[config.mk]
export PLATFORM = sky130hd
export DESIGN_NAME = expr_stim_misr
export DESIGN_NICKNAME = d
export VERILOG_FILES = /design/src/rtl/expr_harness_pkg.sv /design/src/rtl/expr_misr.sv /design/src/rtl/expr_stim_misr.sv
export SDC_FILE = /design/constraint.sdc
export NUM_CORES = 1
export LEC_CHECK = 0
export ABC_CLOCK_PERIOD_IN_PS = 7300
export BUFFER_PORTS_ARGS = -buffer_cell sky130_fd_sc_hd__buf_2
export CAP_MARGIN = 20
export CORE_ASPECT_RATIO = 1.5
export CORE_MARGIN = 1.5
export CORE_UTILIZATION = 35
export DETAILED_ROUTE_END_ITERATION = 12
export HOLD_SLACK_MARGIN = 0.08
export SLEW_MARGIN = 15
export SYNTH_ARGS = -nofsm -noshare
export SYNTH_HDL_FRONTEND = slang
export SYNTH_HIERARCHICAL = 1
export SYNTH_SLANG_ARGS = --single-unit
[constraint.sdc]
create_clock -name clk -period 7.3 [get_ports clk]
set_clock_uncertainty 0.2 [all_clocks]
set_input_delay 0.73 -clock clk [delete_from_list [all_inputs] [get_ports clk]]
set_output_delay 0.73 -clock clk [all_outputs]
set_load 0.05 [all_outputs]
[src/rtl/expr_harness_pkg.sv]
// Shared constants and types for the expression-hammer stimulus/signature harness.
// Holds the stimulus word layout, FSM encoding, LFSR taps and default MISR polynomial.
package expr_harness_pkg;

  localparam int STIM_W = 60;
  localparam int Y_W    = 90;

  localparam int W_S = 4;
  localparam int W_M = 5;
  localparam int W_L = 6;

  // Operand slices of the stimulus word, a0 occupying the MSBs.
  localparam int A0_LSB = 56;
  localparam int A1_LSB = 51;
  localparam int A2_LSB = 45;
  localparam int A3_LSB = 41;
  localparam int A4_LSB = 36;
  localparam int A5_LSB = 30;
  localparam int B0_LSB = 26;
  localparam int B1_LSB = 21;
  localparam int B2_LSB = 15;
  localparam int B3_LSB = 11;
  localparam int B4_LSB = 6;
  localparam int B5_LSB = 0;

  typedef enum logic [1:0] {
    ST_IDLE  = 2'd0,
    ST_RUN   = 2'd1,
    ST_DRAIN = 2'd2,
    ST_DONE  = 2'd3
  } state_t;

  localparam int LFSR_TAP_HI = 59;
  localparam int LFSR_TAP_LO = 58;
  localparam logic [STIM_W-1:0] LFSR_ZERO_SEED = 60'h1;

  localparam logic [Y_W-1:0] DEFAULT_POLY = 90'h47;

  // x^60 + x^59 + 1, Fibonacci form shifting toward the MSB.
  function automatic logic [STIM_W-1:0] lfsr_next(input logic [STIM_W-1:0] s);
    return {s[STIM_W-2:0], s[LFSR_TAP_HI] ^ s[LFSR_TAP_LO]};
  endfunction

endpackage

[src/rtl/expr_misr.sv]
// 90-bit Galois MISR: init reloads INIT, en folds one data word into the signature.
// Shared with the receive-side checker, so it carries no harness-specific logic.
module expr_misr
  import expr_harness_pkg::*;
#(
  parameter logic [Y_W-1:0] POLY = DEFAULT_POLY,
  parameter logic [Y_W-1:0] INIT = '0
) (
  input  logic           clk,
  input  logic           reset,
  input  logic           init,
  input  logic           en,
  input  logic [Y_W-1:0] data,
  output logic [Y_W-1:0] sig
);

  logic [Y_W-1:0] shifted;

  always_comb begin
    shifted = {sig[Y_W-2:0], 1'b0} ^ (sig[Y_W-1] ? POLY : '0);
  end

  always_ff @(posedge clk or posedge reset) begin
    if (reset) begin
      sig <= INIT;
    end else if (init) begin
      sig <= INIT;
    end else if (en) begin
      sig <= shifted ^ data;
    end
  end

endmodule

[src/rtl/expr_stim_misr.sv]
// Drives LFSR operand vectors into an expression DUT and compacts its y bus into a MISR.
// state    | meaning
// ST_IDLE  | waiting for start; signature and vec_cnt hold the last run
// ST_RUN   | one operand vector issued per cycle until num_vec reached
// ST_DRAIN | operands held while the DUT_LAT capture pipe empties
// ST_DONE  | one-cycle done pulse, then back to idle
module expr_stim_misr
  import expr_harness_pkg::*;
#(
  parameter int             CNT_W     = 16,
  parameter int             DUT_LAT   = 0,
  parameter logic [Y_W-1:0] MISR_INIT = '0,
  parameter logic [Y_W-1:0] POLY      = DEFAULT_POLY
) (
  input  logic                    clk,
  input  logic                    reset,
  input  logic                    start,
  input  logic [STIM_W-1:0]       seed,
  input  logic [CNT_W-1:0]        num_vec,
  output logic [W_S-1:0]          a0,
  output logic [W_M-1:0]          a1,
  output logic [W_L-1:0]          a2,
  output logic signed [W_S-1:0]   a3,
  output logic signed [W_M-1:0]   a4,
  output logic signed [W_L-1:0]   a5,
  output logic [W_S-1:0]          b0,
  output logic [W_M-1:0]          b1,
  output logic [W_L-1:0]          b2,
  output logic signed [W_S-1:0]   b3,
  output logic signed [W_M-1:0]   b4,
  output logic signed [W_L-1:0]   b5,
  input  logic [Y_W-1:0]          y,
  output logic                    busy,
  output logic                    done,
  output logic [Y_W-1:0]          signature,
  output logic [CNT_W-1:0]        vec_cnt
);

  localparam logic [1:0] DRAIN_LOAD = 2'(DUT_LAT);

  state_t              state_q, state_d;
  logic [STIM_W-1:0]   lfsr_q;
  logic [STIM_W-1:0]   stim_q;
  logic [CNT_W-1:0]    num_vec_q;
  logic [CNT_W-1:0]    cnt_inc;
  logic [1:0]          drain_cnt_q;
  logic                vec_valid_q;
  logic                cap_valid;
  logic                accept;
  logic                issue;

  assign cnt_inc = vec_cnt + CNT_W'(1);

  always_comb begin
    state_d = state_q;
    accept  = 1'b0;
    issue   = 1'b0;
    case (state_q)
      ST_IDLE: begin
        if (start) begin
          accept  = 1'b1;
          state_d = (num_vec == '0) ? ST_DONE : ST_RUN;
        end
      end
      ST_RUN: begin
        issue = 1'b1;
        if (cnt_inc == num_vec_q) state_d = ST_DRAIN;
      end
      ST_DRAIN: begin
        if (drain_cnt_q == 2'd0) state_d = ST_DONE;
      end
      ST_DONE: state_d = ST_IDLE;
      default: state_d = ST_IDLE;
    endcase
  end

  always_ff @(posedge clk or posedge reset) begin
    if (reset) begin
      state_q     <= ST_IDLE;
      lfsr_q      <= '0;
      stim_q      <= '0;
      num_vec_q   <= '0;
      vec_cnt     <= '0;
      vec_valid_q <= 1'b0;
      drain_cnt_q <= 2'd0;
    end else begin
      state_q     <= state_d;
      vec_valid_q <= issue;
      if (accept) begin
        lfsr_q    <= (seed == '0) ? LFSR_ZERO_SEED : seed;
        num_vec_q <= num_vec;
        vec_cnt   <= '0;
      end else if (issue) begin
        stim_q  <= lfsr_q;
        lfsr_q  <= lfsr_next(lfsr_q);
        vec_cnt <= cnt_inc;
      end
      // Reloaded every RUN cycle so DRAIN always starts from the full latency.
      if (state_q == ST_RUN) begin
        drain_cnt_q <= DRAIN_LOAD;
      end else if (state_q == ST_DRAIN && drain_cnt_q != 2'd0) begin
        drain_cnt_q <= drain_cnt_q - 2'd1;
      end
    end
  end

  assign busy = (state_q != ST_IDLE);
  assign done = (state_q == ST_DONE);

  generate
    if (DUT_LAT == 0) begin : g_nolat
      assign cap_valid = vec_valid_q;
    end else begin : g_lat
      logic [DUT_LAT-1:0] pipe_q;
      always_ff @(posedge clk or posedge reset) begin
        if (reset) begin
          pipe_q <= '0;
        end else begin
          pipe_q[0] <= vec_valid_q;
          for (int i = 1; i < DUT_LAT; i++) pipe_q[i] <= pipe_q[i-1];
        end
      end
      assign cap_valid = pipe_q[DUT_LAT-1];
    end
  endgenerate

  expr_misr #(
    .POLY (POLY),
    .INIT (MISR_INIT)
  ) u_misr (
    .clk   (clk),
    .reset (reset),
    .init  (accept),
    .en    (cap_valid),
    .data  (y),
    .sig   (signature)
  );

  assign a0 = stim_q[A0_LSB +: W_S];
  assign a1 = stim_q[A1_LSB +: W_M];
  assign a2 = stim_q[A2_LSB +: W_L];
  assign a3 = $signed(stim_q[A3_LSB +: W_S]);
  assign a4 = $signed(stim_q[A4_LSB +: W_M]);
  assign a5 = $signed(stim_q[A5_LSB +: W_L]);
  assign b0 = stim_q[B0_LSB +: W_S];
  assign b1 = stim_q[B1_LSB +: W_M];
  assign b2 = stim_q[B2_LSB +: W_L];
  assign b3 = $signed(stim_q[B3_LSB +: W_S]);
  assign b4 = $signed(stim_q[B4_LSB +: W_M]);
  assign b5 = $signed(stim_q[B5_LSB +: W_L]);

endmodule

# Word level (Yosys, flattened, before mapping)
# Cells that the tools add are included.
# classes
n_eq_ne	7
n_bitwise	4
n_reduce_logical	12
addsub	2
muxes	18
# op_table
operator	count
two-way mux 60 bit	3
two-way mux 90 bit	2
XOR 90 bit	2
logical NOT 60 bit	1
two-way mux 16 bit	2
adder 16 x 1 -> 16 bit, second input constant	1
equality test 16 bit	1
logical NOT 16 bit	1
two-way mux 2 bit	6
nonzero test 2 bit	5
case mux 2 bit (4 select lines)	1
two-way mux 7 bit	1
inequality test 2 bit, second input constant	3
equality test 2 bit, second input constant	2
logical NOT 2 bit	2
two-way mux 1 bit	3
AND reduction 3 bit	1
equality test 2 x 1 -> 1 bit, second input constant	1
AND reduction 2 bit	1
subtractor 2 x 1 -> 2 bit, second input constant	1
logical AND 1 bit	1
NOT 1 bit	1
XOR 1 bit	1
# word_totals
input_bits	169
output_inout_bits	168
ff_bits	247

# Longest topological paths before layout
# Gate-level depths: netlist (run 1).
# logic_depth
depth_word	5
mapped_depth	10
mapped_depth_nobuf	8

# Cells and area by module
# The synthesis (run 1) kept the hierarchy.
# modules_own_cells
module	cells_each	n_inst	area_each_um2
expr_stim_misr	634	1	7329.5
expr_misr	395	1	4411.7

# Least setup slack after synthesis (run 1)
# OpenSTA, ideal clock, no wires.
# synth_timing
path_kind	in2reg
startpoint	input port start
endpoint	register u_misr.sig[68]
arrival_time_ns	2.218
stages	7
setup_ns	0.141
setup_slack_ns	4.740
cell_sequence	and2_1 -> clkbuf_1 -> clkbuf_1 -> clkbuf_1 -> buf_2 -> clkbuf_1 -> a211oi_1
# synth_via
elab_chain_len	3
elab_cells_between_ends	4
classes_between	3 x mux; 1 x reduce/logical
# synth_lines
element	line	text
from (decl)	expr_stim_misr.sv:17	input logic start,
two-way mux 1 bit *	expr_stim_misr.sv:60	if (start) begin
two-way mux 1 bit *	expr_stim_misr.sv:58	case (state_q)
named net accept	expr_stim_misr.sv:49	logic accept;
two-way mux 90 bit / nonzero test 2 bit (equally long branches)	n/a	
to (signal assigned)	expr_misr.sv:29	sig <= shifted ^ data;
to (decl)	expr_misr.sv:14	output logic [Y_W-1:0] sig
# The timed path passes the listed nets; every way through them passes the cells marked *.
# A chain may end at the register's enable or synchronous reset.

# Worst setup path in the final report (run 1)
# layout_timing
startpoint	register state_q[1]
endpoint	register stim_q[12]
# layout_via
elab_cells_between_ends	6
classes_between	1 x eq/ne; 2 x mux; 1 x bitwise; 2 x reduce/logical
# layout_rtl
element	line	text
from (decl)	expr_stim_misr.sv:41	state_t state_q, state_d;
from (signal assigned)	expr_stim_misr.sv:87	state_q <= state_d;
equality test 2 x 1 -> 1 bit	expr_stim_misr.sv:58	
two-way mux 1 bit	expr_stim_misr.sv:58	
named net issue	expr_stim_misr.sv:50	logic issue;
AND reduction 2 bit (no source line)	n/a	
to (signal assigned)	expr_stim_misr.sv:94	stim_q <= lfsr_q;
to (decl)	expr_stim_misr.sv:43	logic [STIM_W-1:0] stim_q;
# The timed path passes the listed nets, and every way through them passes these cells.

==> results.cfg, run 1 <==
[synth]
synth_edf_count = 0
postSynthAreaPerCell_um2 = 11.4
ys_ff_latch = 247
synthTopCellsByArea = sky130_fd_sc_hd__dfrtp_1 (53%), sky130_fd_sc_hd__xnor2_1 (7.8%), sky130_fd_sc_hd__mux2_2 (7.3%)
prevailing_post_synth_register_cell = sky130_fd_sc_hd__dfrtp_1
synth-async-reset-ratio_pct = 100
yosys_warnings = 6
yosys.cell_count.top_type = sky130_fd_sc_hd__dfrtp_1
share_of_the_synthesized_area_in_the_top_cell_type_pct = 52.6
synth_cells = 1029
most_area_hungry_cell_type_in_the_yosys_netlist = sky130_fd_sc_hd__dfrtp_1
ys_types = 47
mappedNetlistArea_um2 = 11700
synth-seq-area-share_pct = 52.6
postSynthNetCount = 1205
synth_common_cells = sky130_fd_sc_hd__dfrtp_1 (247), sky130_fd_sc_hd__nor2_1 (113), sky130_fd_sc_hd__xnor2_1 (105), sky130_fd_sc_hd__mux2_2 (76), sky130_fd_sc_hd__nand2_1 (72)

[timing]
rsz0062_at_grt = no
fin_hold_ws_ns = 0.216
timing.final.hold_violations = 0
fmax_mhz = 309
final_setup_fails = 0
timing.final.crit_period_ns = 3.23
slew_headroom_pct = 40.9
finalCritPeriodShare_pct = 44.3
timing.setup.tns_ns = 0
worstMarginPinSlew_ns = 0.886
report.final.slew_viol_count = 0

[floorplanning]
num_rows = 82
die-height_um = 227
die_area_um2 = 34700
io-pin-count = 337
initial_core_utilization_pct = 35.3
core_region_area_um2 = 33200
floorplan.die.width_um = 153

[pwr]
power_leakage_nw = 6.54
intPower_mw = 4.23
power.share.clock_pct = 16.4
switching_part_of_the_total_pct = 47.9
comb_power_share_pct = 51.6
vdd_ir_drop_max_uv = 308
pwr_density_cell_nw_per_um2 = 558
power.share.sequential_pct = 32.0
power.net_switching_mw = 3.89

[clocking]
cts_sinks = 247
clk_latency_ns = 0.54
clockRootBuffer = sky130_fd_sc_hd__clkbuf_16
max-clock-path-buffers = 3
postCtsSetupRepairBufs = 0
path_clk_slew_ns = 0.06
htree_levels = 1
tritoncts = built
cts_inserted_buffers = 26

[place]
gp_congestion = 0.762
port_buffers = 336
place_area_um2 = 13700
dp.final_hpwl_um = 21400

[drt]
drt_first_pass_iters = 4
number_of_violations_reported_at_the_end_of_detailed_routing_iteration_0 = 368
routed_via_density = 4.98
postRouteAntennaNets = 0
routedWlPerCell_um = 17.1
vias = 8810
drc_errors = 0
drt-total-wl_um = 30200

[grt]
grt_util_all_layers_pct = 17.1
grt_antenna_before_repair = 3
maximum_number_of_pins_on_one_net_before_global_route_repair = 108
gr-total-overflow = 0
grt_first_pass_wirelength_um = 48200
first_global_vias = 8745

[worst_setup_path]
startpoint_type = register
critical_path_required_ns = 7.52
worst-setup-path-type = register to register
worst-endpoint-arrival_ns = 3.46
worst-path-max-fanout = 63
setup.worst_path.end_class = register

[cells_and_area]
design.final.nets = 1508
fraction_of_layout_instances_using_a_drive_strength_above_1_pct = 36.9
syn2layout_area_growth_pct = 24.0
utilization_pct = 43.8
finish.instance_area_um2 = 14600

[hold_path]
hp-class = primary input to register

[run_status]
status = complete, no violations

[job]
timing.max_cap.violations = 0
worst max-delay path, cell delays in order (launching register included):
cell and delay (ns):
sky130_fd_sc_hd__dfrtp_1 0.40, sky130_fd_sc_hd__inv_1 0.16, sky130_fd_sc_hd__ha_4 0.40, sky130_fd_sc_hd__buf_4 0.62
sky130_fd_sc_hd__buf_4 0.80, sky130_fd_sc_hd__mux2_2 0.42
metal layers:
metal	vias to the layer above	global-route usage [%]	wire (um)
li1	4205	-	-
met1	4218	20.7	12100
met2	339	28.7	14500
met3	46	5.60	2750
met4	2	5.61	782
met5	-	0	13
cell usage in the layout (no fill, tap or decap), types with 2 or more instances in the layout:
master,n
sky130_fd_sc_hd__buf_2,336
sky130_fd_sc_hd__mux2i_1,64
sky130_fd_sc_hd__nand2b_1,3
sky130_fd_sc_hd__and4_1,3
sky130_fd_sc_hd__a211o_1,2
sky130_fd_sc_hd__a21oi_1,8
sky130_fd_sc_hd__nor3_1,3
sky130_fd_sc_hd__a211oi_2,25
sky130_fd_sc_hd__clkinv_2,3
sky130_fd_sc_hd__xnor2_1,105
sky130_fd_sc_hd__and2_1,3
sky130_fd_sc_hd__diode_2,2
sky130_fd_sc_hd__nor2b_1,2
sky130_fd_sc_hd__nand2_1,72
sky130_fd_sc_hd__mux2_2,76
sky130_fd_sc_hd__or3_1,2
sky130_fd_sc_hd__and3_1,4
sky130_fd_sc_hd__nor3b_1,2
sky130_fd_sc_hd__ha_1,6
sky130_fd_sc_hd__inv_1,8
sky130_fd_sc_hd__nor4_1,21
sky130_fd_sc_hd__a211oi_1,62
sky130_fd_sc_hd__nand3_1,9
sky130_fd_sc_hd__nor2_1,113
sky130_fd_sc_hd__xor2_1,20
sky130_fd_sc_hd__buf_4,6
sky130_fd_sc_hd__clkbuf_16,27
sky130_fd_sc_hd__clkbuf_1,4
sky130_fd_sc_hd__nand4_1,10
sky130_fd_sc_hd__o221ai_1,2
sky130_fd_sc_hd__o21ai_0,67
sky130_fd_sc_hd__clkbuf_8,8
sky130_fd_sc_hd__dfrtp_1,246
layout make-up:
type	count	area [um^2]
inverter	10	43.8
multi-input combinational	702	5160
antenna	2	5.00
tap	420	526
clock inverter	5	56.3
fill	3171	18700
timing repair buffer	345	1780
clock buffer	39	801
sequential	247	6180
path summary, 6_finish.rpt:
kind / start / endpoint / slack (ns) / cells after the start
max in group asynchronous: reset / cap_valid / 4.65 / 4
min: seed[55] / lfsr_q[55] / 0.22 / 3
min in group asynchronous: reset / u_misr/sig[17] / 0.63 / 3
max: state_q[1] / stim_q[12] / 4.07 / 5
min reg2reg: stim_q[2] / stim_q[2] / 0.30 / 1
max reg2reg: state_q[1] / stim_q[12] / 4.07 / 5
power by group through the flow:
stage | clock network, mW | registers (mW) | logic (mW)
finish | 1.34 | 2.60 | 4.19
CTS | 1.38 | 2.67 | 4.15
detailed placement | 0 | 2.68 | 4.14
global placement | 0 | 2.67 | 4.08
global route | 1.43 | 2.70 | 4.49
floorplan | 0 | 3.95 | 1.92
registers in the layout, summed over array words and instances, names as in the netlist:
signal,count
num_vec_q,16
vec_cnt,16
u_misr/sig,90
state_q,2
cap_valid,1
lfsr_q,60
stim_q,60
drain_cnt_q,2
stage by stage:
step                setup WS [ns]  power, mW  instances
detailed placement           4.08       6.82       1722
floorplan                    2.14       5.87       1029
CTS                          4.06       8.20       1767
global placement             4.13       6.75       1722
global route                 3.89       8.62       1768
finish                       4.07       8.12       1770
what timing repair did:
item                      4_1_cts  5_1_grt
hold endpoints to repair       30        0
resized for setup               0        0
hold buffers                    1        0
kinds of logic (layout without fill, tap and decap cells):
family / after synthesis / in the layout / share of synthesized area (%)
AO/OA/AOI/OAI: 175 / 175 / 11.1
AND/OR/NAND/NOR: 254 / 254 / 9.76
multiplexers: 140 / 140 / 12.7
XOR/XNOR: 126 / 126 / 9.53
other: 0 / 2 / 0
buffers and inverters: 80 / 399 / 3.52
adder cells (fa/ha/maj): 7 / 7 / 0.746
flip-flops: 247 / 247 / 52.6
No activity file was read; power rests on OpenSTA's default activity.
==> run 2: changes to the inputs <==
- ABC_CLOCK_PERIOD_IN_PS: 7300 -> 2900
- clock period: 7.3 -> 2.9 ns (I/O delays scaled with it)
==> results.cfg, run 2 (same netlist as run 1, synthesis figures left out) <==
[place]
gp_congestion = 0.855
dp.final_hpwl_um = 22000
port_buffers = 336
dpl_worst_slack_ns = 0.471

[clocking]
cts-resized-gates = 0
tritoncts = built
cts_sinks = 247
clk_latency_ns = 0.53
clockRootBuffer = sky130_fd_sc_hd__clkbuf_16
htree_levels = 1
path_clk_slew_ns = 0.06
cts_inserted_buffers = 25
ctsHoldBuffers = 167
postCtsSetupRepairBufs = 0
max-clock-path-buffers = 3

[worst_setup_path]
setup.worst_path.end_class = register
worst-setup-path-type = register to register
worst-endpoint-arrival_ns = 2.70
delay_of_the_slowest_cell_on_the_worst_path_ns = 0.48
worst-path-max-fanout = 8
startpoint_type = register
timing.critical_path.cells = ha_1, nand3_1, nor4_2, xnor2_1, nor3b_2, a41oi_2, mux2i_1
critical-path-slowest-cell = sky130_fd_sc_hd__dfrtp_1
critical_path_required_ns = 3.15

[pwr]
power.total_mw = 20.9
pwr_density_cell_nw_per_um2 = 1270
vdd_ir_drop_max_uv = 745
power_leakage_nw = 7.33

[drt]
routed_via_density = 4.92
drt-total-wl_um = 32400
drt_first_pass_iters = 4
drc_errors = 0
routedWlPerCell_um = 16.7
number_of_violations_reported_at_the_end_of_detailed_routing_iteration_0 = 400
vias = 9574
postRouteAntennaNets = 0

[cells_and_area]
largest_register = u_misr/sig
largest_registers = u_misr/sig x90, lfsr_q x60, stim_q x60
syn2layout_area_growth_pct = 40.0
largest_register_ffs = 90
design.final.nets = 1685
antennaDiodeCount = 0
fraction_of_layout_instances_using_a_drive_strength_above_1_pct = 33.5
layout.cells.most_common_list = sky130_fd_sc_hd__buf_2 (336), sky130_fd_sc_hd__dfrtp_1 (246), sky130_fd_sc_hd__dlygate4sd3_1 (167)
final_common_cell = sky130_fd_sc_hd__buf_2

[hold_path]
hp-class = primary input to register

[floorplanning]
core_region_area_um2 = 33200
initial_core_utilization_pct = 35.3
die_area_um2 = 34700
floorplan.die.width_um = 153
io-pin-count = 337
num_rows = 82
die-height_um = 227

[timing]
timing.final.ws_setup_ns = 0.448
worstMarginPinSlew_ns = 0.743
fin_hold_ws_ns = 0.171
timing.final.crit_period_ns = 2.45
rsz0062_at_grt = no
slew_headroom_pct = 50.4
timing.final.hold_violations = 0
finalCritPeriodShare_pct = 84.5
final_setup_fails = 0
fmax_mhz = 408
report.final.slew_viol_count = 0
timing.setup.tns_ns = 0

[grt]
grt_util_all_layers_pct = 18.2
maximum_number_of_pins_on_one_net_before_global_route_repair = 94
gr-total-overflow = 0
grt_first_pass_wirelength_um = 51500
first_global_vias = 9684
grt_antenna_before_repair = 0

[run_status]
status = complete, no violations

[job]
timing.max_cap.violations = 0
## run 2: changes by cell type in the layout (fill, tap and decap cells not counted), sizes merged
cell / previous run / this run
diode: 2 / 0
clkinv: 4 / 6
dlygate4sd3: 1 / 167
bufinv: 1 / 4
inv: 9 / 10
clkbuf: 39 / 31
clkinvlp: 1 / 4
buf: 344 / 356
## run 2: layout make-up
cell class	count	area (um^2)
multi-input cells	702	5160
clock inverters	14	188
flip-flops and latches	247	6180
fillers	2956	16800
repair buffers	523	3640
well taps	420	526
clock buffers	31	688
inverters	10	42.5
## run 2: worst paths after layout
kind,from,endpoint,slack (ns),depth (start not counted)
min in group asynchronous,reset,stim_q[53],0.21,3
worst min-delay path,start,state_q[0],0.17,5
worst min register to register,stim_q[8],stim_q[8],0.30,1
max in group asynchronous,reset,num_vec_q[11],1.50,4
worst max register to register,vec_cnt[0],state_q[1],0.45,7
worst max-delay path,vec_cnt[0],state_q[1],0.45,7
## run 2: critical path: cells and delay by family, from the launching register on
family | cells | cell delay [ns]
muxes | 1 | 0.24
AOI/OAI and AO/OA | 1 | 0.24
DFF | 1 | 0.48
adders and majority gates | 1 | 0.34
xor gates and xnor gates | 1 | 0.19
and+or+nand+nor | 3 | 0.68
## run 2: where the power goes
| group | switching (mW) | total, mW | internal [mW] | leakage (nW) |
|---|---|---|---|---|
| Combinational | 7.12 | 10.9 | 3.80 | 3.87 |
| Sequential | 1.43 | 6.57 | 5.14 | 3.03 |
| Clock | 1.41 | 3.46 | 2.05 | 0.426 |
| Total | 9.96 | 20.9 | 11.0 | 7.33 |
## run 2: stage by stage
stage	cell area (um^2)	instances	utilization (%)
3_5_place_dp	13900	1735	41.8
6_report	16400	1947	49.4
3_3_place_gp	13900	1735	41.8
4_1_cts	16400	1947	49.4
5_1_grt	16400	1947	49.4
2_1_floorplan	11700	1029	-
## run 2: per-layer routing
metal | GRT usage (%) | vias up | wire, um
li1 | - | 4561 | -
met1 | 21.3 | 4596 | 12900
met2 | 31.9 | 366 | 16000
met3 | 4.84 | 51 | 2480
met4 | 6.92 | 0 | 1030
met5 | 0 | - | 0
==> run 3: changes to the inputs <==
- ABC_AREA: not set -> 1
- ABC_CLOCK_PERIOD_IN_PS: 2900 -> 2200
- clock period: 2.9 -> 2.2 ns (I/O delays scaled with it)
==> results.cfg, run 3 <==
[clocking]
cts_sinks = 247
tritoncts = built
clockRootBuffer = sky130_fd_sc_hd__clkbuf_16
clk_latency_ns = 0.54
cts_inserted_buffers = 26
path_clk_slew_ns = 0.06
htree_levels = 1
max-clock-path-buffers = 3

[place]
gp_congestion = 0.847
place_area_um2 = 13500
dp.final_hpwl_um = 24200
dpl_worst_slack_ns = 0.0683
port_buffers = 336

[worst_setup_path]
critical-path-slowest-cell = sky130_fd_sc_hd__dlygate4sd3_1
worst-setup-path-type = register to register
buffer_and_inverter_count_on_the_worst_path = 4
critical_path_required_ns = 2.42
setup.worst_path.start = state_q[0]
worst-path-max-fanout = 11
setup.worst_path.end_class = register
timing.critical_path.cells = inv_1, ha_2, nand2_4, clkinvlp_4, buf_8, nand2_1, nand2_1, dlygate4sd3_1
crit-reg2reg-capture = num_vec_q[2]
startpoint_type = register
cp_top_family = buffers and inverters
rr_worst_depth = 8
timing.rr.start = state_q[0]
crit_path_end = num_vec_q[2]
cp_most_frequent_cell = sky130_fd_sc_hd__nand2_1
critical_path_depth = 8
delay_of_the_slowest_cell_on_the_worst_path_ns = 0.57
r2r_slack_ns = 0.07
worst-endpoint-arrival_ns = 2.34

[drt]
routedWlPerCell_um = 16.1
drt-total-wl_um = 35500
drt_first_pass_iters = 5
routed_via_density = 4.84
number_of_violations_reported_at_the_end_of_detailed_routing_iteration_0 = 528
drc_errors = 0
vias = 10700
postRouteAntennaNets = 0

[grt]
gr-total-overflow = 0
grt_antenna_before_repair = 3
first_global_vias = 11100
grt_util_all_layers_pct = 21.3
maximum_number_of_pins_on_one_net_before_global_route_repair = 109
grt_first_pass_wirelength_um = 56700

[cells_and_area]
largest_register = u_misr/sig
design.final.nets = 1957
fraction_of_layout_instances_using_a_drive_strength_above_1_pct = 26.3
area.sequential_um2 = 6190
area_of_combinational_cells_with_multiple_inputs_um2 = 4610
final_common_cell = sky130_fd_sc_hd__nand2_1
finish.instance_area_um2 = 16200
layout.filler_cells = 2862
largest_register_ffs = 90
layout.cells.most_common_list = sky130_fd_sc_hd__nand2_1 (446), sky130_fd_sc_hd__buf_2 (336), sky130_fd_sc_hd__dfrtp_1 (243)
largest_registers = u_misr/sig x90, lfsr_q x60, stim_q x60
syn2layout_area_growth_pct = 44.7

[pwr]
vdd_ir_drop_max_uv = 1170
pwr_density_cell_nw_per_um2 = 1550
comb_power_share_pct = 50.0
power.net_switching_mw = 12.3
power.share.sequential_pct = 31.9
power_leakage_nw = 8.00
power.share.clock_pct = 18.2
switching_part_of_the_total_pct = 48.7
intPower_mw = 12.9

[synth]
synth-seq-area-share_pct = 55.1
mappedNetlistArea_um2 = 11200
postSynthAreaPerCell_um2 = 8.83
yosys_warnings = 6
postSynthNetCount = 1445
ys_ff_latch = 247
synth_cells = 1269
prevailing_post_synth_register_cell = sky130_fd_sc_hd__dfrtp_1
synthMuxAreaShare_pct = 0
post_synth_xor_area_fraction_pct = 7.03
fraction_of_the_mapped_netlist_area_in_compound_gates_pct = 9.81
synth_edf_count = 0
most_area_hungry_cell_type_in_the_yosys_netlist = sky130_fd_sc_hd__dfrtp_1
yosys.cell_count.top_type = sky130_fd_sc_hd__nand2_1
synthTopCellsByArea = sky130_fd_sc_hd__dfrtp_1 (55%), sky130_fd_sc_hd__nand2_1 (15%), sky130_fd_sc_hd__xnor2_1 (7.0%)
synthSimpleGateAreaFrac_pct = 22.9
synth_common_cells = sky130_fd_sc_hd__nand2_1 (448), sky130_fd_sc_hd__dfrtp_1 (247), sky130_fd_sc_hd__xnor2_1 (89), sky130_fd_sc_hd__nor2_1 (84), sky130_fd_sc_hd__o21ai_0 (79)
ys_types = 33
share_of_the_synthesized_area_in_the_top_cell_type_pct = 55.1
synth_top_family_by_area = simple AND/OR/NAND/NOR gates
synthAdderAreaFrac_pct = 0.781
synth-async-reset-ratio_pct = 100

[timing]
worstMarginPinSlew_ns = 0.523
final_setup_fails = 0
timing.final.crit_period_ns = 2.13
fmax_mhz = 470
rsz0062_at_grt = yes
timing.final.ws_setup_ns = 0.0745
slew_headroom_pct = 64.8
fin_hold_ws_ns = 0.164
finalCritPeriodShare_pct = 96.6
report.final.slew_viol_count = 0
timing.final.hold_violations = 0

[floorplanning]
die_area_um2 = 33100
die-height_um = 222
core_region_area_um2 = 31600
num_rows = 80
initial_core_utilization_pct = 35.4
io-pin-count = 337
floorplan.die.width_um = 149

[hold_path]
hp-class = primary input to asynchronous set/reset pin

[job]
timing.max_cap.violations = 0

[run_status]
status = complete, no violations
## run 3: changes by cell type after synthesis, sizes merged, moves of 21 or more
cell    delta
a211oi    -86
a31oi     +57
buf       -29
inv       +48
mux2      -76
mux2i     -64
nand2    +384
nand3     +31
nor2      -21
o21ai     +41
## run 3: worst min path at each step
stage          startpoint              to  slack, ns  cells past startpoint
4_1_cts             reset   u_misr/sig[6]       0.18                      4
5_1_grt             reset  u_misr/sig[80]       0.22                      4
2_1_floorplan  num_vec[0]    num_vec_q[0]       0.13                      2
3_3_place_gp        reset      stim_q[12]       0.10                      2
3_5_place_dp        reset      stim_q[12]       0.09                      2
6_report            reset  u_misr/sig[77]       0.16                      4
## run 3: power by group through the flow
stage	sequential, mW	clock [mW]	combinational [mW]
2_1_floorplan	11.9	0	4.88
3_3_place_gp	8.01	0	12.0
3_5_place_dp	8.05	0	12.2
4_1_cts	8.01	4.72	12.5
5_1_grt	8.27	4.86	13.7
6_report	8.03	4.57	12.6
## run 3: final cells by class
cell class                 count  share of cell area (%)
sequential                   247                    38.1
multi-input combinational    905                    28.4
timing repair buffer         541                    23.2
clock buffer                  36                    4.80
tap                          410                    3.16
inverter                      60                    1.49
clock inverter                12                   0.733
antenna                        3                  0.0463
## run 3: kinds of logic after synthesis
| kind of cell | Yosys count |
|---|---|
| compound gates | 183 |
| simple gates | 625 |
| fa+ha+maj | 7 |
| flops | 247 |
| buf+inv | 117 |
| xor+xnor | 90 |
## run 3: timing repair
item / CTS / global route
hold buffers: 173 / 0
endpoints found under the hold margin: 416 / 0
buffers inserted: 0 / 7
setup endpoints to repair: 0 / 50
resized for setup: 0 / 22
## run 3: stage by stage
stage                     cells  setup TNS (ns)  power [mW]  utilization, %
after floorplan            1269          -32.65        16.8               -
final                      2214               0        25.2            51.3
after detailed placement   1983               0        20.2            42.6
after global placement     1983               0        20.1            42.6
after CTS                  2204               0        25.2            50.9
after global routing       2214         -0.0822        26.8            51.3
## run 3: worst reg2reg max path, cell delays in order (launching register included)
cell and delay [ns]:
sky130_fd_sc_hd__dfrtp_1 0.41, sky130_fd_sc_hd__inv_1 0.10, sky130_fd_sc_hd__ha_2 0.21, sky130_fd_sc_hd__nand2_4 0.08, sky130_fd_sc_hd__clkinvlp_4 0.15, sky130_fd_sc_hd__buf_8 0.18, sky130_fd_sc_hd__nand2_1 0.06, sky130_fd_sc_hd__nand2_1 0.05
sky130_fd_sc_hd__dlygate4sd3_1 0.57
## run 3: routing by layer
layer,up-vias,global-route usage [%],part of all wire (%)
met4,0,7.95,3.0
met5,-,0,0
met2,379,38.0,51
met3,68,4.52,6.8
met1,5108,24.6,39
li1,5158,-,-
